**src/rtl/regfile_read_port_arbiter.sv**
```systemverilog
// Arbitrates the register-file Rd1 read port between core decode and a debug/trace requester.
// Core always wins; a debug read starved for STARVE_LIMIT busy cycles forces one decode stall.
module regfile_read_port_arbiter #(
    parameter int BIT_COUNT    = 64,
    parameter int ADDR_WIDTH   = 5,
    parameter int STARVE_LIMIT = 8
) (
    input  logic                  clk,
    input  logic                  reset,
    input  logic                  core_rd_en,
    input  logic [ADDR_WIDTH-1:0] core_rs1,
    output logic [BIT_COUNT-1:0]  core_rd1,
    output logic                  stall_req,
    input  logic                  dbg_req_valid,
    output logic                  dbg_req_ready,
    input  logic [ADDR_WIDTH-1:0] dbg_addr,
    output logic                  dbg_rsp_valid,
    input  logic                  dbg_rsp_ready,
    output logic [BIT_COUNT-1:0]  dbg_rsp_data,
    output logic [ADDR_WIDTH-1:0] rf_a1,
    input  logic [BIT_COUNT-1:0]  rf_rd1
);

    localparam int CNT_W = $clog2(STARVE_LIMIT) + 1;
    localparam logic [CNT_W-1:0] STARVE_LAST = CNT_W'(STARVE_LIMIT - 1);

    typedef enum logic [1:0] {
        IDLE,
        PEND,
        STALL,
        RESP
    } state_t;

    state_t                state;
    logic [ADDR_WIDTH-1:0] addr_q;
    logic [CNT_W-1:0]      starve_cnt;
    logic [BIT_COUNT-1:0]  rsp_data_q;
    logic                  req_fire;

    assign req_fire = dbg_req_valid & dbg_req_ready;

    // NOTE: sequential state uses non-blocking (<=) so every register samples pre-edge values.
    always_ff @(posedge clk or negedge reset) begin
        if (!reset) begin
            state      <= IDLE;
            addr_q     <= '0;
            starve_cnt <= '0;
            rsp_data_q <= '0;
        end else begin
            case (state)
                IDLE: begin
                    if (req_fire) begin
                        addr_q     <= dbg_addr;
                        starve_cnt <= '0;
                        state      <= PEND;
                    end
                end
                PEND: begin
                    if (!core_rd_en) begin
                        rsp_data_q <= rf_rd1;
                        state      <= RESP;
                    end else if (starve_cnt == STARVE_LAST) begin
                        state <= STALL;
                    end else begin
                        starve_cnt <= starve_cnt + CNT_W'(1);
                    end
                end
                STALL: begin
                    rsp_data_q <= rf_rd1;
                    state      <= RESP;
                end
                RESP: begin
                    if (dbg_rsp_ready) begin
                        state <= IDLE;
                    end
                end
                default: state <= IDLE;
            endcase
        end
    end

    // Debug only borrows the port when decode is idle, or during the single forced stall.
    // NOTE: defaults first in always_comb so no path leaves an output unassigned (no latch).
    always_comb begin
        rf_a1    = core_rs1;
        core_rd1 = rf_rd1;
        if (state == STALL) begin
            rf_a1    = addr_q;
            core_rd1 = '0;
        end else if (state == PEND && !core_rd_en) begin
            rf_a1 = addr_q;
        end
    end

    assign stall_req     = (state == STALL);
    assign dbg_req_ready = reset & (state == IDLE);
    assign dbg_rsp_valid = (state == RESP);
    assign dbg_rsp_data  = rsp_data_q;

endmodule

```
**config.mk**
```make
export PLATFORM = sky130hd
export DESIGN_NAME = regfile_read_port_arbiter
export DESIGN_NICKNAME = d
export VERILOG_FILES = /design/src/rtl/regfile_read_port_arbiter.sv
export SDC_FILE = /design/constraint.sdc
export NUM_CORES = 1
export LEC_CHECK = 0
export CAP_MARGIN = 0
export CORE_UTILIZATION = 25
export CTS_CLUSTER_DIAMETER = 60
export DETAILED_ROUTE_END_ITERATION = 10
export PLACE_DENSITY = 0.64
export REMOVE_ABC_BUFFERS = 1
export SYNTH_ARGS = -nofsm -noshare
export SYNTH_HDL_FRONTEND = slang
export SYNTH_SLANG_ARGS = --single-unit
```
**constraint.sdc**
```tcl
create_clock -name clk -period 2.43 [get_ports clk]
set_input_delay 0.243 -clock clk [delete_from_list [all_inputs] [get_ports clk]]
set_output_delay 0.243 -clock clk [all_outputs]
set_load 0.01 [all_outputs]
```
==> summary.md, run 1 <==
| Metric | Value |
|---|---|
| Status | `finished, final reports clean` |
| Psw | `2920 uW` |
| Die area | `15800 um^2` |
| Period utilization | `a little over nine tenths` |
| Drt first pass iters | `4` |
| Synth area leaders | `dfrtp_1, mux2_4, nor2b_1, mux2_2, buf_12` |
| Drt wl/cell | `14.7 um` |
| Top-count cell post-synth | `dfrtp_1` |
| Largest net degree at the start of global routing | `44` |
| CTS tree | `yes` |
| Int Power | `6160 uW` |
| Worst vdd ir | `0.000574 V` |
| Post-route ant nets | `0` |
| Synthesized area | `3830 um^2` |
| Top_reg_cell synth | `dfrtp_1` |
| Synthesized area per cell | `14.0 um^2` |
| Reg2reg end | `dbg_rsp_data[36]$_DFFE_PN0P_` |
| F_max | `433 MHz` |
| Crit start category | `flip-flop` |
| Reg-to-reg startpoint | `state[0]$_DFFE_PN0P_` |
| Hold Vio Cnt, Final | `0` |
| Post-synthesis register bit count | `75` |
| Final setup fails | `0` |
| Clock Power Share | `15.8%` |
| Crit Path Class | `flip-flop to primary output` |
| Total track usage | `around an eighth` |
| Synthesis-to-finish area growth | `69.0%` |
| Hold Crit Class | `input port to asynchronous set/reset pin` |
| Die height | `126 um` |
| Dpl hpwl | `approximately 7.6 mm` |
| Comb pwr share | `59.1%` |
| Dpl ws | `0.101 ns` |
| Critical Path RT | `between 2 and 2.5 ns` |
| Initial antenna violation count | `0` |
| Final Util | `43.9%` |
| WP data arrival | `2.07 ns` |
| N_diodes | `0` |
| Crit Path Max Fanout | `33` |
| Final net count | `slightly below 600` |
| Clock slew at the register clock pins of the worst setup and hold paths | `0.06 ns` |
| Clk root buf | `clkbuf_16` |
| Synth unique cells | `34` |
| Reg power frac | `~25%` |
| Power density over the cells | `1400 nW/um^2` |
| EDFF count, synth | `0` |
| Reg2Reg Depth | `6` |
| Slowest CP cell | `clkdlybuf4s50_1` |
| Flop2flop setup slack | `roughly 0.43 ns` |
| Gpl congestion | `around 0.78` |
| Sequential share of the synthesized area | `49.0%` |
| Violation count after the first detailed-route iteration | `90` |
| Die Wd | `126 um` |
| CTS buffer count | `9` |
| Cell Area, Placed | `6150 um^2` |
| Site Rows | `44` |
| Residual DRC | `0` |
| Synth async-reset ratio | `100%` |
| Final WS setup | `0.120 ns` |
| Synth Warn # | `0` |
| Largest stage delay, worst path | `0.49 ns` |
| Routed via count | `2945` |
| Seq. cell area | `1880 um^2` |
| Max Cap Viol | `0` |
| Layout cells sized above 1 | `21.0%` |
| Clock sink count | `75` |
| Worst slew margin | `between 60% and 70%` |
| Cells after synthesis | `274` |
| IO Pins | `215` |
| CP Capture Type | `primary output` |
| CTS Buffer Depth | `2` |
| Sw Ratio | `32.1%` |
| First-pass GRT wire length | `16.3 mm` |
| Final Max Slew Viols | `0` |
| Post-Layout Inst Area | `6480 um^2` |
| Initial Utilization | `roughly a quarter` |
| Routed vias/inst | `about 4.3` |
| Core Region | `between 10000 and 15000 um^2` |
| Fillers | `1340` |
| IO buf count | `214` |
| Total negative slack | `0 ns` |
| Fin crit period | `2.31 ns` |
| RSZ-0062 raised after global routing | `yes` |
| Total wire length | `10.1 mm` |
| Post-synth top area share | `approximately half` |
| Clk Latency, worst-skew pair | `between 0.3 and 0.4 ns` |
| Slew @ Worst Pin | `0.524 ns` |
| CP cell instances | `inv_1, ha_2, buf_4, nor2b_1, clkdlybuf4s50_1` |
| Most frequent cells after synthesis | `dfrtp_1, nor2b_1, mux2_4, mux2_2, clkbuf_1` |
| GR Overflow Total | `0` |
| Largest area contributor in the netlist | `dfrtp_1` |
| Leak Pwr | `0.00282 uW` |
| Clock skew | `0.00950 ns` |
| Vias in the first global route | `3108` |
| Area of the multi-input gates | `1800 um^2` |
| H-tree depth | `3` |
[per-layer routing]
metal	GRT usage [%]	up-vias	routed length [um]
li1	-	1380	-
met1	16.4	1424	4390
met2	21.3	129	4860
met3	3.48	12	678
met4	5.32	0	147
met5	0	-	0
[layout by cell type (no fill, tap or decap), types with 3 or more instances in the layout]
| cell type | n |
|---|---|
| buf_4 | 9 |
| clkbuf_16 | 9 |
| clkdlybuf4s50_1 | 208 |
| dfrtp_1 | 75 |
| dlygate4sd2_1 | 5 |
| ha_1 | 5 |
| mux2_2 | 15 |
| mux2_4 | 60 |
| nand3_1 | 6 |
| nor2b_1 | 65 |
| o211ai_1 | 3 |
| o21ai_0 | 3 |
[per-stage QoR]
stage / power, uW / hold WS, ns / cells
floorplan: 4870 / -0.0526 / 259
global placement: 7640 / 0.0687 / 666
detailed placement: 7710 / 0.0673 / 666
CTS: 9200 / 0.241 / 684
global route: 9620 / 0.257 / 684
finish: 9080 / 0.248 / 684
[critical path: cells and delay by family, from the launching register on]
kind,cells,cell delay (ns)
AND/OR/NAND/NOR,1,0.11
flip-flops,1,0.41
adder cells (fa/ha/maj),1,0.22
buffers and inverters,3,0.97
[cell families after synthesis]
group / Yosys count / share of synthesized area (%)
compound gates: 14 / 2.61
fa+ha+maj: 6 / 1.96
buf+inv: 17 / 4.44
flops: 75 / 49.0
mux: 76 / 28.2
simple gates: 86 / 13.8
[worst max-delay path by stage]
stage / startpoint / end / slack (ns) / cells after the start
finish: state[0]$_DFFE_PN0P_ / core_rd1[10] / 0.12 / 5
global route: state[0]$_DFFE_PN0P_ / core_rd1[62] / -0.001 / 5
CTS: state[0]$_DFFE_PN0P_ / core_rd1[10] / 0.10 / 5
detailed placement: core_rd_en / rf_a1[2] / 0.10 / 6
global placement: core_rd_en / rf_a1[3] / 0.16 / 6
floorplan: state[0]$_DFFE_PN0P_ / dbg_rsp_data[35]$_DFFE_PN0P_ / -4.43 / 4
[repair_timing]
action / in CTS / in global routing
hold buffers: 1 / 0
resized for setup: 5 / 0
pin swaps: 0 / 0
endpoints found under the hold margin: 3 / 0
buffers inserted: 1 / 0
gates cloned: 0 / 0
endpoints found under the setup margin: 5 / 1
[power by group through the flow]
stage          Sequential [uW]  Clock (uW)  Combinational, uW
3_5_place_dp              2300           0               5420
3_3_place_gp              2280           0               5360
6_report                  2280        1430               5360
4_1_cts                   2280        1490               5430
2_1_floorplan             2490           0               2380
5_1_grt                   2370        1550               5700
[area by class of cell]
type                       instances  share of cell area [%]
sequential                        75                    29.0
clock buffer                      12                    3.81
clock inverter                     4                    1.14
multi-input combinational        182                    27.8
timing repair buffer             225                    34.6
inverter                           2                   0.116
tap                              184                    3.55
[sequential cells by signal (all words and copies together) (netlist names)]
name / cells
dbg_rsp_data: 64
state: 2
starve_cnt: 4
addr_q: 5
Note: power is estimated with default switching activity, not from simulation.
==> run 2, diff against run 1 <==
--- a/config.mk
+++ b/config.mk
@@ -5,11 +5,12 @@
 export SDC_FILE = /design/constraint.sdc
 export NUM_CORES = 1
 export LEC_CHECK = 0
+export ABC_AREA = 1
 export CAP_MARGIN = 0
 export CORE_UTILIZATION = 25
 export CTS_CLUSTER_DIAMETER = 60
 export DETAILED_ROUTE_END_ITERATION = 10
-export PLACE_DENSITY = 0.64
+export PLACE_DENSITY = 0.65
 export REMOVE_ABC_BUFFERS = 1
 export SYNTH_ARGS = -nofsm -noshare
 export SYNTH_HDL_FRONTEND = slang
==> run 2 against run 1 <==
  * Clock-buffer cell count fell by 2
  * Combinational power shrank 11%
  * Core utilization decreased by 0.27 points
  * Sequential share of layout area rose by 0.53 points
  * Area after synthesis is 2.4% lower
  * Critical endpoint is now stall_req
  * Largest cell class unchanged
  * Largest power group unchanged
  * Synthesized cell count up 61%
  * Maximum frequency up 0.29%
  * Non-clock buffer count decreased by 5
  * Cell area decreased by 1.7%
  * Critical path type unchanged
==> summary.md, run 2 <==
| Metric | Value |
|---|---|
| Status | `finished, final reports clean (unchanged)` |
| Total track usage | `13.5% (was 13.1%)` |
| Gpl congestion | `0.800 (was 0.781)` |
| Largest net degree at the start of global routing | `76 (was 44)` |
| Routed vias/inst | `4.15 (was 4.31)` |
| Top-count cell post-synth | `nor2_1 (was dfrtp_1)` |
| Dpl ws | `-0.00503 ns (was 0.101 ns)` |
| Max reg flops | `64 (unchanged)` |
| Die area | `15500 um^2 (was 15800 um^2)` |
| Clock slew at the register clock pins of the worst setup and hold paths | `0.06 ns (about the same)` |
| Crit start category | `flip-flop (unchanged)` |
| Synth Warn # | `0 (unchanged)` |
| Most frequent cells in the layout | `clkdlybuf4s50_1, nor2_1, inv_1 (was clkdlybuf4s50_1, dfrtp_1, nor2b_1)` |
| Synthesized area per cell | `8.46 um^2 (was 14.0 um^2)` |
| Most frequent cells after synthesis | `nor2_1, inv_1, dfrtp_1, a21oi_2, nand2_1 (was dfrtp_1, nor2b_1, mux2_4, mux2_2, clkbuf_1)` |
| Cells after synthesis | `442 (was 274)` |
| Largest area contributor in the netlist | `dfrtp_1 (unchanged)` |
| EDFF count, synth | `0 (unchanged)` |
| Hold Vio Cnt, Final | `0 (unchanged)` |
| CTS tree | `yes (unchanged)` |
| Psw | `3220 uW (was 2920 uW)` |
| Layout cells sized above 1 | `13.3% (was 21.0%)` |
| Synthesis-to-finish area growth | `70.1% (was 69.0%)` |
| Critical Path RT | `2.19 ns (about the same)` |
| Clk Latency, worst-skew pair | `0.34 ns (was 0.33 ns)` |
| Synth area leaders | `dfrtp_1, nor2_1, a21oi_2, inv_1, nand2_1 (was dfrtp_1, mux2_4, nor2b_1, mux2_2, buf_12)` |
| Finished Layout Cells | `840 (was 684)` |
| Drt first pass iters | `4 (unchanged)` |
| Hold Crit Class | `input port to asynchronous set/reset pin (unchanged)` |
| Reg-to-reg startpoint | `state[0]$_DFFE_PN0P_ (unchanged)` |
| Synth unique cells | `18 (was 34)` |
| Total wire length | `10.2 mm (was 10.1 mm)` |
| Reg power frac | `26.0% (was 25.1%)` |
| Max Cap Viol | `0 (unchanged)` |
| Synthesized area | `3740 um^2 (was 3830 um^2)` |
| Site Rows | `44 (unchanged)` |
| DP Cell Count | `823 (was 666)` |
| Initial Utilization | `25.6% (was 26.0%)` |
| CP Capture Type | `primary output (unchanged)` |
| Period utilization | `94.8% (was 95.1%)` |
| Sw Ratio | `38.1% (was 32.1%)` |
| WP data arrival | `2.06 ns (was 2.07 ns)` |
| Sequential share of the synthesized area | `50.2% (was 49.0%)` |
| Final net count | `736 (was 580)` |
| Fin crit period | `2.30 ns (was 2.31 ns)` |
| Synth async-reset ratio | `100% (unchanged)` |
| Final WS setup | `0.126 ns (was 0.120 ns)` |
| Power density over the cells | `1320 nW/um^2 (was 1400 nW/um^2)` |
| Post-synth top area share | `50.2% (was 49.0%)` |
| Routed via count | `3485 (was 2945)` |
| Drt wl/cell | `12.1 um (was 14.7 um)` |
| Flop2flop setup slack | `0.40 ns (was 0.43 ns)` |
| Die height | `124 um (was 126 um)` |
| Die Wd | `124 um (was 126 um)` |
| Most common cell after layout, fill and taps aside | `clkdlybuf4s50_1 (unchanged)` |
| Reg2reg end | `dbg_rsp_data[33]$_DFFE_PN0P_ (was dbg_rsp_data[36]$_DFFE_PN0P_)` |
| Final Max Slew Viols | `0 (unchanged)` |
| First-pass GRT wire length | `16.7 mm (was 16.3 mm)` |
| CTS buffer count | `9 (unchanged)` |
| Worst slew margin | `36.0% (was 64.2%)` |
| F_max | `434 MHz (was 433 MHz)` |
| Post-Layout Inst Area | `6360 um^2 (was 6480 um^2)` |
| Crit Path Max Fanout | `39 (was 33)` |
| Power Total | `8430 uW (was 9080 uW)` |
| Clk root buf | `clkbuf_16 (unchanged)` |
| Reg2Reg Depth | `8 (was 6)` |
| Fin Hold WS | `0.121 ns (was 0.248 ns)` |
| N_diodes | `0 (unchanged)` |
| CTS Buffer Depth | `2 (unchanged)` |
| Clock Power Share | `17.2% (was 15.8%)` |
| Clock sink count | `75 (unchanged)` |
| Worst vdd ir | `0.000587 V (was 0.000574 V)` |
| Top_reg_cell synth | `dfrtp_1 (unchanged)` |
| Crit Path Class | `flip-flop to primary output (unchanged)` |
| Slew @ Worst Pin | `0.961 ns (was 0.524 ns)` |
| Initial antenna violation count | `0 (unchanged)` |
| Final setup fails | `0 (unchanged)` |
| Dpl hpwl | `7.60 mm (was 7.61 mm)` |
| Post-synthesis register bit count | `75 (unchanged)` |
| Post-route ant nets | `0 (unchanged)` |
| Leak Pwr | `0.00291 uW (was 0.00282 uW)` |
| IO Pins | `215 (unchanged)` |
| Comb pwr share | `56.8% (was 59.1%)` |
| H-tree depth | `3 (unchanged)` |
| Int Power | `5210 uW (was 6160 uW)` |
| GR Overflow Total | `0 (unchanged)` |
| Violation count after the first detailed-route iteration | `170 (was 90)` |
| Core Region | `14600 um^2 (was 14800 um^2)` |
| RSZ-0062 raised after global routing | `no (was yes)` |
| IO buf count | `214 (unchanged)` |
| Vias in the first global route | `3409 (was 3108)` |
| Clock skew | `0.00660 ns (was 0.00950 ns)` |
| Residual DRC | `0 (unchanged)` |
| Cell Area, Placed | `5990 um^2 (was 6150 um^2)` |
[run 2: changes by cell type after synthesis, sizes merged, moves of 13 or more]
cell | before | now
a21oi | 1 | 66
buf | 8 | 21
inv | 2 | 77
mux2 | 75 | 0
nand2 | 1 | 41
nor2 | 2 | 134
nor2b | 65 | 0
[run 2: cells by family (layout without fill, tap and decap cells)]
family          Yosys count  count (layout)  synth area share, %
compound gates           76              76                 16.0
fa+ha+maj                 6               6                 2.01
flops                    75              75                 50.2
buf+inv                  99             313                 12.8
simple gates            186             186                 19.1
[run 2: metrics by stage]
stage                     setup TNS, ns  utilization [%]
final                                 0             43.6
after global routing                  0             43.6
after CTS                             0             43.4
after detailed placement       -0.00793             41.1
after global placement                0             41.1
after floorplan                 -148.95                -
[run 2: how the worst max path moves through the flow]
stage,start,end,depth (start not counted)
4_1_cts,state[0]$_DFFE_PN0P_,rf_a1[0],6
2_1_floorplan,state[1]$_DFFE_PN0P_,dbg_rsp_data[35]$_DFFE_PN0P_,5
6_report,state[0]$_DFFE_PN0P_,stall_req,4
3_5_place_dp,state[1]$_DFFE_PN0P_,rf_a1[1],8
3_3_place_gp,state[1]$_DFFE_PN0P_,rf_a1[3],8
5_1_grt,state[0]$_DFFE_PN0P_,core_rd1[23],5
[run 2: layer usage]
metal  GRT usage (%)  wire length (um)  vias up
met5               0                 0        -
met1            16.0              4320     1572
li1                -                 -     1751
met4            5.81               172        0
met3            5.11               865       12
met2            21.7              4850      150
[run 2: repair_timing]
action                     CTS  global route
hold buffers                 0             0
setup endpoints to repair    5            43
gates resized for setup      4             8
buffers inserted             1             0
[run 2: layout make-up]
type                            instances  area (um^2)
Fill cell                            1441         8220
Clock inverter                          6         88.8
Sequential cell                        75         1880
Inverter                               77          289
Timing Repair Buffer                  220         2230
Tap cell                              184          230
Clock buffer                           10          239
Multi-Input combinational cell        268         1410
[run 2: critical path, stage by stage, from the launching register on]
cell and delay, ns:
dfrtp_2 0.45, inv_1 0.14, ha_2 0.23, buf_6 0.27, clkdlybuf4s50_1 0.60
[run 2: power groups by stage]
stage | sequential [uW] | combinational, uW | clock (uW)
6_report | 2190 | 4790 | 1450
5_1_grt | 2280 | 5220 | 1560
4_1_cts | 2200 | 4840 | 1500
3_5_place_dp | 2220 | 4780 | 0
3_3_place_gp | 2190 | 4730 | 0
2_1_floorplan | 2440 | 2190 | 0
